===== src/rtl/i2s_audio_fifo.sv =====
// Buffered I2S audio sender: packet-word FIFO with credit-based audio_req,
// internally divided bit/word clocks and stereo or duplicated-mono framing.
module i2s_audio_fifo #(
  parameter int SAMPLE_W    = 16,
  parameter int DEPTH       = 8,
  parameter int BCLK_DIV    = 4,
  parameter int REQ_SPACING = 64
) (
  input  logic                       mon_clk,
  input  logic                       rst_n,
  input  logic                       in_valid,
  input  logic [2*SAMPLE_W-1:0]      in_data,
  input  logic                       mono,
  input  logic                       start,
  output logic                       audio_req,
  output logic                       bclk,
  output logic                       lrck,
  output logic                       sdata,
  output logic [$clog2(DEPTH+1)-1:0] fifo_level,
  output logic                       underrun,
  output logic                       overflow
);

  localparam int FW  = 2 * SAMPLE_W;
  localparam int LW  = $clog2(DEPTH + 1);
  localparam int CSW = LW + 1;
  localparam int AW  = $clog2(DEPTH);
  localparam int DW  = (BCLK_DIV > 1) ? $clog2(BCLK_DIV) : 1;
  localparam int SW  = $clog2(FW);
  localparam int CW  = (REQ_SPACING > 1) ? $clog2(REQ_SPACING) : 1;

  typedef enum logic {PH_S0, PH_S1} phase_t;

  logic [FW-1:0]  mem [DEPTH];
  logic [AW-1:0]  wr_ptr, rd_ptr;
  logic [DW-1:0]  div;
  logic [SW-1:0]  slot, slot_nx, bit_idx;
  logic [FW-1:0]  frame, frame_nx, head;
  logic [LW-1:0]  pending;
  logic [CW-1:0]  spacing;
  logic [CSW-1:0] credit_sum;
  phase_t         phase, phase_nx;
  logic           div_tc, fall, load, pop, set_underrun, wr_ok, req, mem_we;
  logic [AW-1:0]  mem_waddr;

  assign div_tc     = (div == DW'(BCLK_DIV - 1));
  assign fall       = div_tc && bclk;
  assign load       = fall && (slot == SW'(FW - 1));
  assign slot_nx    = (slot == SW'(FW - 1)) ? '0 : slot + 1'b1;
  // Slot 0 replays bit 0 of the outgoing frame (one-bit I2S delay).
  assign bit_idx    = (slot_nx == '0) ? '0 : SW'(FW - int'(slot_nx));
  assign head       = mem[rd_ptr];
  assign credit_sum = {1'b0, fifo_level} + {1'b0, pending};
  assign req        = (credit_sum < CSW'(DEPTH)) && (spacing == '0);
  assign wr_ok      = in_valid && ((fifo_level != LW'(DEPTH)) || pop);
  assign mem_we     = in_valid && (start || wr_ok);
  assign mem_waddr  = start ? '0 : wr_ptr;

  always_comb begin
    frame_nx     = frame;
    phase_nx     = phase;
    pop          = 1'b0;
    set_underrun = 1'b0;
    if (load) begin
      if (fifo_level == '0) begin
        frame_nx     = '0;
        set_underrun = 1'b1;
      end else if (!mono) begin
        frame_nx = head;
        pop      = 1'b1;
      end else if (phase == PH_S0) begin
        frame_nx = {2{head[FW-1:SAMPLE_W]}};
        phase_nx = PH_S1;
      end else begin
        frame_nx = {2{head[SAMPLE_W-1:0]}};
        phase_nx = PH_S0;
        pop      = 1'b1;
      end
    end
  end

  always_ff @(posedge mon_clk or negedge rst_n) begin
    if (!rst_n)     phase <= PH_S0;
    else if (start) phase <= PH_S0;
    else            phase <= phase_nx;
  end

  always_ff @(posedge mon_clk) begin
    if (mem_we) mem[mem_waddr] <= in_data;
  end

  always_ff @(posedge mon_clk or negedge rst_n) begin
    if (!rst_n) begin
      div        <= '0;
      bclk       <= 1'b0;
      slot       <= '0;
      lrck       <= 1'b0;
      sdata      <= 1'b0;
      frame      <= '0;
      wr_ptr     <= '0;
      rd_ptr     <= '0;
      fifo_level <= '0;
      pending    <= '0;
      spacing    <= '0;
      audio_req  <= 1'b0;
      underrun   <= 1'b0;
      overflow   <= 1'b0;
    end else if (start) begin
      // Flush, then accept a coincident word into the emptied FIFO.
      div        <= '0;
      bclk       <= 1'b0;
      slot       <= '0;
      lrck       <= 1'b0;
      sdata      <= 1'b0;
      frame      <= '0;
      wr_ptr     <= in_valid ? AW'(1) : '0;
      rd_ptr     <= '0;
      fifo_level <= in_valid ? LW'(1) : '0;
      pending    <= '0;
      spacing    <= '0;
      audio_req  <= 1'b0;
      underrun   <= 1'b0;
      overflow   <= 1'b0;
    end else begin
      if (div_tc) begin
        div  <= '0;
        bclk <= ~bclk;
      end else begin
        div <= div + 1'b1;
      end
      if (fall) begin
        slot  <= slot_nx;
        lrck  <= (slot_nx >= SW'(SAMPLE_W));
        sdata <= frame[bit_idx];
      end
      frame <= frame_nx;
      if (set_underrun) underrun <= 1'b1;
      if (in_valid && !wr_ok) overflow <= 1'b1;
      if (wr_ok) wr_ptr <= wr_ptr + 1'b1;
      if (pop)   rd_ptr <= rd_ptr + 1'b1;
      case ({wr_ok, pop})
        2'b10:   fifo_level <= fifo_level + 1'b1;
        2'b01:   fifo_level <= fifo_level - 1'b1;
        default: ;
      endcase
      audio_req <= req;
      case ({req, in_valid})
        2'b10:   pending <= pending + 1'b1;
        2'b01:   if (pending != '0) pending <= pending - 1'b1;
        default: ;
      endcase
      if (req)                 spacing <= CW'(REQ_SPACING - 1);
      else if (spacing != '0)  spacing <= spacing - 1'b1;
    end
  end

endmodule


===== config.mk =====
export PLATFORM = sky130hd
export DESIGN_NAME = i2s_audio_fifo
export DESIGN_NICKNAME = d
export VERILOG_FILES = /design/src/rtl/i2s_audio_fifo.sv
export SDC_FILE = /design/constraint.sdc
export NUM_CORES = 1
export LEC_CHECK = 0
export ABC_CLOCK_PERIOD_IN_PS = 7400
export CAP_MARGIN = 20
export CORE_AREA = 2 2 169 138
export DETAILED_ROUTE_END_ITERATION = 16
export DIE_AREA = 0 0 171 140
export GPL_ROUTABILITY_DRIVEN = 1
export PLACE_DENSITY = 0.79
export SLEW_MARGIN = 20
export SYNTH_ARGS = -nofsm -noshare
export SYNTH_HDL_FRONTEND = slang
export SYNTH_SLANG_ARGS = --single-unit

===== constraint.sdc =====
create_clock -name mon_clk -period 7.4 [get_ports mon_clk]
set_clock_uncertainty 0.1 [all_clocks]
set_input_delay 0.74 -clock mon_clk [delete_from_list [all_inputs] [get_ports mon_clk]]
set_output_delay 0.74 -clock mon_clk [all_outputs]
set_load 0.03 [all_outputs]

# Word level (Yosys, flattened, before mapping)
# Memory sizes are Yosys's and may differ from the RTL's.
# Cells that the tools add are included.
[classes]
addsub = 11
order_cmp = 3
eq_ne = 9
muxes = 52
bitwise_logic = 1
reduce_logical = 27
[ops]
columns = ["op", "count"]
rows = [
  ["$mux W32", 5],
  ["$mux W1", 27],
  ["$mux W5", 4],
  ["$mux W6", 3],
  ["$pmux W4 S2", 2],
  ["$reduce_bool A2 Y1", 8],
  ["$mux W3", 5],
  ["$mux W4", 3],
  ["$reduce_bool A3 Y1", 3],
  ["$add A4 B1 Y4 const B", 2],
  ["$sub A4 B1 Y4 const B", 2],
  ["$add A3 B1 Y3 const B", 2],
  ["$eq A2 B2 Y1 const B", 3],
  ["$logic_and A1 B1 Y1", 6],
  ["$logic_not A6 Y1", 1],
  ["$lt A5 B6 Y1 const B", 1],
  ["$reduce_bool A6 Y1", 1],
  ["$sub A6 B1 Y6 const B", 1],
  ["$add A4 B4 Y5", 1],
  ["$add A5 B1 Y5 const B", 1],
  ["$bmux W1 S5", 1],
  ["$eq A5 B5 Y1 const B", 1],
  ["$ge A5 B5 Y1 const B", 1],
  ["$logic_not A5 Y1", 1],
  ["15 further kinds", 18],
]
[totals]
reg_bits = 66
ram_bits = 256
input_bits = 37
out_inout_bits = 10
word_cells = 119
n_memories = 1
[memory_table]
columns = ["memory", "depth", "word_bits", "rd", "rd_ports_with_merged_regs", "write_ports", "line_no", "text"]
rows = [
  ["mem", 8, 32, 1, 0, 1, "34", "logic [FW-1:0] mem [DEPTH];"],
]

# Logic depth before layout (Yosys ltp)
# Gate-level depths: netlist of run 1.
[depth]
depth_word = 10
mapped_depth = 14
depth_no_buf = 14

# Least setup slack after synthesis of run 1
# Ideal clock, no wire load.
[synth_path]
kind = "register to register"
start = "register slot[0]"
end = "memory mem[2][0] in the netlist's numbering, enable pin"
setup_time_ns = 0.501
arrival_ns = 4.776
required_ns = 6.799
setup_slack_ns = 2.023
stages_incl_launch_ff = 9
n_path_buf = 0
period_less_slack_ns = 5.377
cell_sequence = "dfrtp_1 -> ha_1 -> and3_2 -> ha_1 -> nand3_1 -> nor2_1 -> o21a_1 -> nand2_1 -> nor4_1"
[synth_via]
elab_chain_len = 9
[synth_lines]
columns = ["item", "line_no", "text"]
rows = [
  ["start: declaration", "37", "logic [SW-1:0] slot, slot_nx, bit_idx;"],
  ["start signal: assignment", "132", "slot <= slot_nx;"],
  ["$eq A5 B5 Y1", "48", "assign load = fall && (slot == SW'(FW - 1));"],
  ["$logic_and A1 B1 Y1", "48", ""],
  ["$mux W1", "64", "if (load) begin"],
  ["$logic_or A1 B1 Y1", "55", "assign wr_ok = in_valid && ((fifo_level != LW'(DEPTH)) || pop);"],
  ["$logic_and A1 B1 Y1", "55", ""],
  ["$logic_or A1 B1 Y1", "56", "assign mem_we = in_valid && (start || wr_ok);"],
  ["$logic_and A1 B1 Y1", "56", ""],
  ["$mux W1", "89", "if (mem_we) mem[mem_waddr] <= in_data;"],
  ["$mux W1 (implied by the code)", "89", ""],
  ["end: declaration", "34", ""],
]
# No other way between the ends.

# Final worst setup path of run 1
[layout_path]
start = "register slot[0]"
end = "register sdata"
[layout_via]
elab_chain_len = 8
word_cells_on_any_way = 10
classes_between = "2 x add/sub; 1 x eq/ne; 6 x mux; 1 x reduce/logical"
[layout_lines]
columns = ["item", "line_no", "text"]
rows = [
  ["$add A5 B1 Y5 or $eq A5 B5 Y1 (tied branches)", "49", "assign slot_nx = (slot == SW'(FW - 1)) ? '0 : slot + 1'b1;"],
  ["$mux W5 *", "49", ""],
  ["$sub A1 B5 Y5 or $logic_not A5 Y1 (tied branches)", "51", "assign bit_idx = (slot_nx == '0) ? '0 : SW'(FW - int'(slot_nx));"],
  ["$mux W5 *", "51", ""],
  ["$bmux W1 S5 *", "134", "sdata <= frame[bit_idx];"],
  ["$mux W1 (implied by the code) *", "134", ""],
  ["$mux W1 *", "131", "if (fall) begin"],
  ["$mux W1 *", "108", "end else if (start) begin"],
  ["end signal: assignment", "134", ""],
  ["end: declaration", "18", "output logic sdata,"],
]
# Mark *: on every way between the ends. The rest lies on a longest branch, timed or not. The select of a mux whose other input is x is not followed.
# A chain may end at the register's enable or synchronous reset.

==> metrics.md, run 1 <==
| Metric | Value |
|---|---|
| Overall routed net length | between 20000 and 30000 um |
| Max-slew violation count | 0 |
| Fraction of registers with async set/reset | between 20% and 30% |
| Mean post-synth cell area | roughly 17 um^2 |
| Gate Count Post-Synth | between 700 and 800 |
| Sinks on Clock Net | between 300 and 400 |
| Core outline area | between 20000 and 25000 um^2 |
| Non-Filler Instances | around 1100 |
| HPWL Detailed | around 16000 um |
| Critical Path RT | slightly below 8000 ps |
| # IOs | 47 |
| Syn nets | 820 |
| Maximum clock frequency | 0.249 GHz |
| Total chip power | 0.00394 W |
| Worst Max-Slew Pin Slew | ~950 ps |
| Setup bufs post-CTS | 0 |
| Status | finished, final reports clean |
| Final period util | a little over half |
| Total Routing Usage GR | about a quarter |
| Die ar. | ~24000 um^2 |
| Worst EP arrival | between 4000 and 5000 ps |
| Commonest non-fill, non-tap cell in the layout | edfxtp_1 |
| CP max FO | 13 |
| Vias in the first global route | ~7600 |
| Slew headroom | between 30% and 40% |
| Power Dens Cells | approximately 260 nW/um^2 |
| Router iterations before antenna repair | 5 |
| Compound-Gate Fraction of Synth Area | 4.80% |
| DP Cell Count | approximately 1100 |
| CP Class | flip-flop to flip-flop |
| Static leakage | 5.18 nW |
| Worst setup EP type | flip-flop |
| Final Hold Viols | 0 |
| CP startpoint kind | flip-flop |
| Largest family of logic cells by synthesized area | multiplexers |
| First-pass GRT wire length | 43100 um |
| Ys Warns | 0 |
| Routed vias/inst | between 6 and 7 |
| Clk Latency, worst-skew pair | roughly 580 ps |
| Initial antenna violation count | 0 |
| Synth Register Bits | approximately 320 |
| Post-route setup TNS | 0 ps |
| Placer Congestion | between 0.9 and 1 |
| Largest net degree at the start of global routing | 67 |
| ANT nets after route | 0 |
| Min Hold Slack | approximately 260 ps |
| Layout area overhead | 13.5% |
| Post-Syn Area | 13400 um^2 |
| GRT overflow | 0 |
| Initial core utilization | about three fifths |
| Minimum clock period | ~4000 ps |
| Die Wd | between 150 and 200 um |
| Setup violations, final | 0 |
| RSZ-0062 raised after global routing | false |
| Hold Crit Class | primary input to asynchronous set/reset pin |
| # fillers | between 1000 and 1500 |
| Vias | 7313 |
| Port-buffer cells | 46 |
| Post-CTS sizing | 0 |
| Reg clk slew, reported paths | roughly 70 ps |
| Total CTS buffers | 30 |
| CTS tree | yes |
| Share of cells above drive strength 1 | between 10% and 20% |
| Post-Synth Simple-Gate Area | under 10% |
| Htree depth | 1 |
| # diodes | 0 |
| Routed len/inst | 23.8 um |
| Xor and xnor fraction of the mapped netlist area | less than 1% |
| Sequential element share of the synthesized area | a little over two thirds |
| Max VDD drop | ~0.29 mV |
| Root Driver | clkbuf_16 |
| Final net count | ~870 |
| Post-Synth Adder-Cell Area | 1.65% |
| DR iter-0 viols | 850 |
| Most used flip-flop cell after synthesis | edfxtp_1 |
| DRC | 0 |
| Max-cap viol count | 0 |
| Die Ht | 140 um |
| Mux share of post-synthesis cell area | 15.3% |
| Rows | 49 |
| Post-synth cell types | 56 |
| EDFF count, synth | between 200 and 300 |
| Post-CTS Hold Fix Bufs | 0 |
| Max Buffers Root-to-Sink | 3 |
| Most frequent cells in the layout | edfxtp_1 (256), nand2_1 (92), mux4_2 (65), dfrtp_1 (62), clkdlybuf4s50_1 (45) |
metrics by stage:
stage | area, um^2 | setup slack, ps | util, %
2_1_floorplan | 13400 | 2020 | -
5_1_grt | 15200 | 3160 | 68.4
6_report | 15200 | 3380 | 68.4
3_5_place_dp | 14200 | 3420 | 63.9
3_3_place_gp | 14200 | 3630 | 63.9
4_1_cts | 15200 | 3390 | 68.4
where the power goes:
group / switching, W / internal, W
sequential: 0.0000468 / 0.00201
combinational: 0.000212 / 0.000145
clock: 0.000644 / 0.000884
worst max-delay path: stages, from the launching register on:
cell and delay [ps]:
dfrtp_1 480, ha_1 290, and3_2 220, ha_1 350, nor2_4 360, inv_1 110, ha_1 230, nor2b_1 140
ha_1 230, or4b_4 560, and3_1 200, a2111oi_1 490, o41ai_2 120
layer usage:
layer	part of all wire, %	wire length, um	up-vias	global-route usage (%)
met5	0	0	-	0
met4	2.8	774	0	6.82
met3	6.4	1740	68	3.84
met2	49	13300	301	37.4
met1	42	11500	3796	34.9
li1	-	-	3148	-
registers in the layout (all words and copies together), names as in the netlist, 2 cells and up:
signal / cells
mem: 256
slot: 4
fifo_level: 4
frame: 32
div: 2
spacing: 6
pending: 4
rd_ptr: 3
wr_ptr: 3
logic make-up after synthesis:
group                      Yosys count
muxes                              112
adders and majority gates           17
buffers and inverters               52
xor gates and xnor gates            15
and+or+nand+nor                    169
AOI/OAI and AO/OA                   80
DFF                                321
synthesized netlist by cell type (2+ instances only):
library cell	instances	area, um^2
edfxtp_1	256	7690
nand2_1	92	345
dfrtp_1	65	1630
mux4_2	65	1460
mux2i_1	37	370
a32o_1	32	320
nor2_1	31	116
clkbuf_1	27	101
a21oi_1	17	85.1
ha_1	16	200
xnor2_1	10	87.6
inv_1	9	33.8
nor3_1	9	45.0
buf_2	8	40.0
a31oi_1	6	37.5
nand2b_1	6	37.5
nand3_1	6	30.0
mux4_1	5	131
o21ai_0	5	25.0
xor2_1	5	43.8
buf_1	4	15.0
nor2b_1	4	25.0
nor4_1	3	18.8
o21a_1	3	22.5
o21ai_1	3	15.0
a211oi_1	2	15.0
a41oi_1	2	17.5
and3_1	2	12.5
clkbuf_8	2	27.5
mux2_1	2	22.5
mux4_4	2	50.1
nand3b_1	2	15.0
nand4_1	2	12.5
nor4_2	2	25.0
o211ai_1	2	15.0
or3_1	2	12.5
worst paths after layout:
path                       startpoint          to  slack (ps)  cells after the start
max in group asynchronous       rst_n   rd_ptr[0]        6320                      2
hold / removal                  rst_n  pending[2]         260                      2
setup reg to reg              slot[0]       sdata        3380                     12
hold reg to reg                div[0]      div[0]         330                      1
setup / recovery              slot[0]       sdata        3380                     12
min in group mon_clk           div[0]      div[0]         330                      1
final cells by class:
class	instances	area (um^2)	area share, %
tap	306	383	2.52
clock inverter	19	211	1.39
timing repair buffer	62	576	3.79
sequential	321	9320	61.4
multi-input combinational	393	3880	25.6
inverter	9	33.8	0.223
clock buffer	36	773	5.10
Note: power is estimated with default switching activity, not from simulation.
==> run 2: changes to the inputs <==
==> config.mk (replaced) <==
export PLATFORM = sky130hd
export DESIGN_NAME = i2s_audio_fifo
export DESIGN_NICKNAME = d
export VERILOG_FILES = /design/src/rtl/i2s_audio_fifo.sv
export SDC_FILE = /design/constraint.sdc
export NUM_CORES = 1
export LEC_CHECK = 0
export ABC_CLOCK_PERIOD_IN_PS = 3300
export CAP_MARGIN = 20
export CORE_AREA = 2 2 178 145
export DETAILED_ROUTE_END_ITERATION = 16
export DIE_AREA = 0 0 180 147
export GPL_ROUTABILITY_DRIVEN = 1
export PLACE_DENSITY = 0.75
export SLEW_MARGIN = 20
export SYNTH_ARGS = -nofsm -noshare
export SYNTH_HDL_FRONTEND = slang
export SYNTH_SLANG_ARGS = --single-unit
==> constraint.sdc (replaced) <==
create_clock -name mon_clk -period 3.3 [get_ports mon_clk]
set_clock_uncertainty 0.1 [all_clocks]
set_input_delay 0.33 -clock mon_clk [delete_from_list [all_inputs] [get_ports mon_clk]]
set_output_delay 0.33 -clock mon_clk [all_outputs]
set_load 0.03 [all_outputs]
==> run 2 against run 1 <==
Worst setup slack worse by 3300 ps; fmax up 26%; global-route usage down 2.9 points; design area up 2.3%; critical path depth up 1; register-to-register slack worse by 3300 ps.
==> metrics.md, run 2 (same netlist as run 1, synthesis figures left out) <==
| Metric | Value |
|---|---|
| Final period util | 96.6% (+42 points) |
| # fillers | 1634 (+14%) |
| Total CTS buffers | 30 (unchanged) |
| Share of cells above drive strength 1 | 21.7% (+3.9 points) |
| Vias in the first global route | 7427 (-1.7%) |
| DP Cell Count | 1127 (+3.3%) |
| Largest net degree at the start of global routing | 39 (-42%) |
| CP Class | flip-flop to flip-flop |
| Hold Crit Class | flip-flop to flip-flop |
| Commonest non-fill, non-tap cell in the layout | edfxtp_1 |
| Worst Max-Slew Pin Slew | 897 ps (-55.2 ps) |
| Final net count | 891 (+2.3%) |
| Reg clk slew, reported paths | 60 ps (about the same) |
| Top flop regs | mem x256, frame x32, spacing x6 |
| Setup violations, final | 0 (unchanged) |
| Post-route setup TNS | 0 ps (unchanged) |
| # diodes | 0 (unchanged) |
| Maximum clock frequency | 0.314 GHz (+26%) |
| Crit-path max cell delay | 560 ps (about the same) |
| Minimum clock period | 3190 ps (-831 ps) |
| Max-cap viol count | 0 (unchanged) |
| Place WS | 79.1 ps (-3340 ps) |
| Placer Congestion | 0.851 (-6.8%) |
| Root Driver | clkbuf_16 |
| Critical Path RT | 3620 ps (-4100 ps) |
| # IOs | 47 (unchanged) |
| Largest Register | mem |
| Max Buffers Root-to-Sink | 3 (unchanged) |
| Rows | 52 (+6.1%) |
| Total Routing Usage GR | 20.7% (-2.9 points) |
| Power Dens Cells | 577 nW/um^2 (+120%) |
| Layout area overhead | 16.1% |
| Router iterations before antenna repair | 7 (+2) |
| CP startpoint kind | flip-flop |
| Setup ws final | 112 ps (-3270 ps) |
| GRT overflow | 0 (unchanged) |
| Max FFs per register | 256 (unchanged) |
| CP max FO | 6 (-7) |
| Static leakage | 5.31 nW (+2.6%) |
| Overall routed net length | 27400 um (+0.20%) |
| Sinks on Clock Net | 321 (unchanged) |
| Port-buffer cells | 46 (unchanged) |
| Routed len/inst | 23.1 um (-3.1%) |
| Most frequent cells in the layout | edfxtp_1 (256), nand2_1 (92), mux4_2 (65), dfrtp_1 (61), clkdlybuf4s50_1 (45) |
| Max VDD drop | 0.438 mV (+53%) |
| Core outline area | 24800 um^2 (+12%) |
| Non-Filler Instances | 1185 (+3.4%) |
| Worst-path cell chain | ha_4 > and3_4 > ha_4 > nor2_4 > inv_1 > ha_2 > nor2b_1 > ha_2 > or4b_4 > nand2_4 > mux2_4 > o221ai_2 > o41ai_2 |
| Htree depth | 1 (unchanged) |
| Final Hold Viols | 0 (unchanged) |
| Slew headroom | 40.2% (+3.7 points) |
| Status | finished, final reports clean |
| Hold_sp | div[0] |
| RR Startpoint | slot[0] |
| CTS tree | yes |
| Vias | 7278 (-0.48%) |
| HPWL Detailed | 17100 um (+9.6%) |
| Worst setup EP type | flip-flop |
| Die ar. | 26500 um^2 (+11%) |
| DR iter-0 viols | 690 (-19%) |
| First-pass GRT wire length | 42200 um (-2.2%) |
| ANT nets after route | 0 (unchanged) |
| Initial core utilization | 54.0% (-6.3 points) |
| Worst EP arrival | 3510 ps (-830 ps) |
| Initial antenna violation count | 1 (+1) |
| DRC | 0 (unchanged) |
| Total chip power | 0.00897 W (+130%) |
| Crit path launch | slot[0] |
| Fin util | 62.7% (-5.7 points) |
| Routed vias/inst | 6.14 (-3.8%) |
| Max-slew violation count | 0 (unchanged) |
| Die Ht | 147 um (+5.0%) |
| Critical path's slowest cell | or4b_4 |
| Die Wd | 180 um (+5.3%) |
| RSZ-0062 raised after global routing | false |
| Clk Latency, worst-skew pair | 560 ps (-20 ps) |
## run 2: cell count changes in the layout (fill, tap and decap cells not counted), moves of 3 or more
cell / previous run / this run
buf_12: 0 / 3
clkbuf_1: 6 / 3
nor3_4: 0 / 3
buf_4: 16 / 31
clkinv_1: 7 / 3
ha_1: 16 / 12
clkinv_2: 5 / 8
inv_6: 0 / 3
nor3_2: 5 / 2
## run 2: metal layers
| metal | vias up | track usage (%) | share of wire (%) |
|---|---|---|---|
| li1 | 3194 | - | - |
| met1 | 3745 | 29.3 | 42 |
| met2 | 297 | 33.9 | 49 |
| met3 | 42 | 3.74 | 7.1 |
| met4 | 0 | 5.41 | 1.9 |
| met5 | - | 0 | 0 |
## run 2: layout make-up
type	count	area, um^2	share of cell area, %
Multi-Input combinational cell	393	3970	25.6
Clock buffer	35	790	5.08
Tap cell	324	405	2.61
Sequential cell	321	9320	60.0
Inverter	9	33.8	0.217
Timing Repair Buffer	82	769	4.95
Clock inverter	21	241	1.55
## run 2: timing repair
item	CTS	global route
setup buffers	0	1
hold buffers	1	0
hold endpoints to repair	37	0
gates resized for setup	0	2
setup endpoints to repair	0	21
## run 2: path summary, 6_finish.rpt
path	to	slack, ps	cells past startpoint
max in group asynchronous	frame[11]	1840	3
worst max register to register	sdata	110	13
worst min register to register	div[0]	330	1
min in group asynchronous	spacing[2]	340	2
worst min-delay path	div[0]	330	1
worst max-delay path	sdata	110	13
## run 2: per-stage QoR
stage                     area [um^2]  hold WS, ps
after floorplan                 13500        -65.6
after global placement          14500          315
after detailed placement        14500          325
after CTS                       15500          335
after global routing            15500          352
final                           15500          330
## run 2: worst max-delay path, delay by kind of cell, from the launching register on
family          cells  cell delay, ps
compound gates      2             320
fa+ha+maj           4             740
buf+inv             1              60
flops               1             420
mux                 1             310
simple gates        5            1090
## run 2: power breakdown
group / switching, W / leakage [nW] / internal, W / total, W
clock: 0.00148 / 0.510 / 0.00205 / 0.00353
combinational: 0.000484 / 1.60 / 0.000336 / 0.000821
sequential: 0.000110 / 3.21 / 0.00450 / 0.00461
total: 0.00208 / 5.31 / 0.00689 / 0.00897
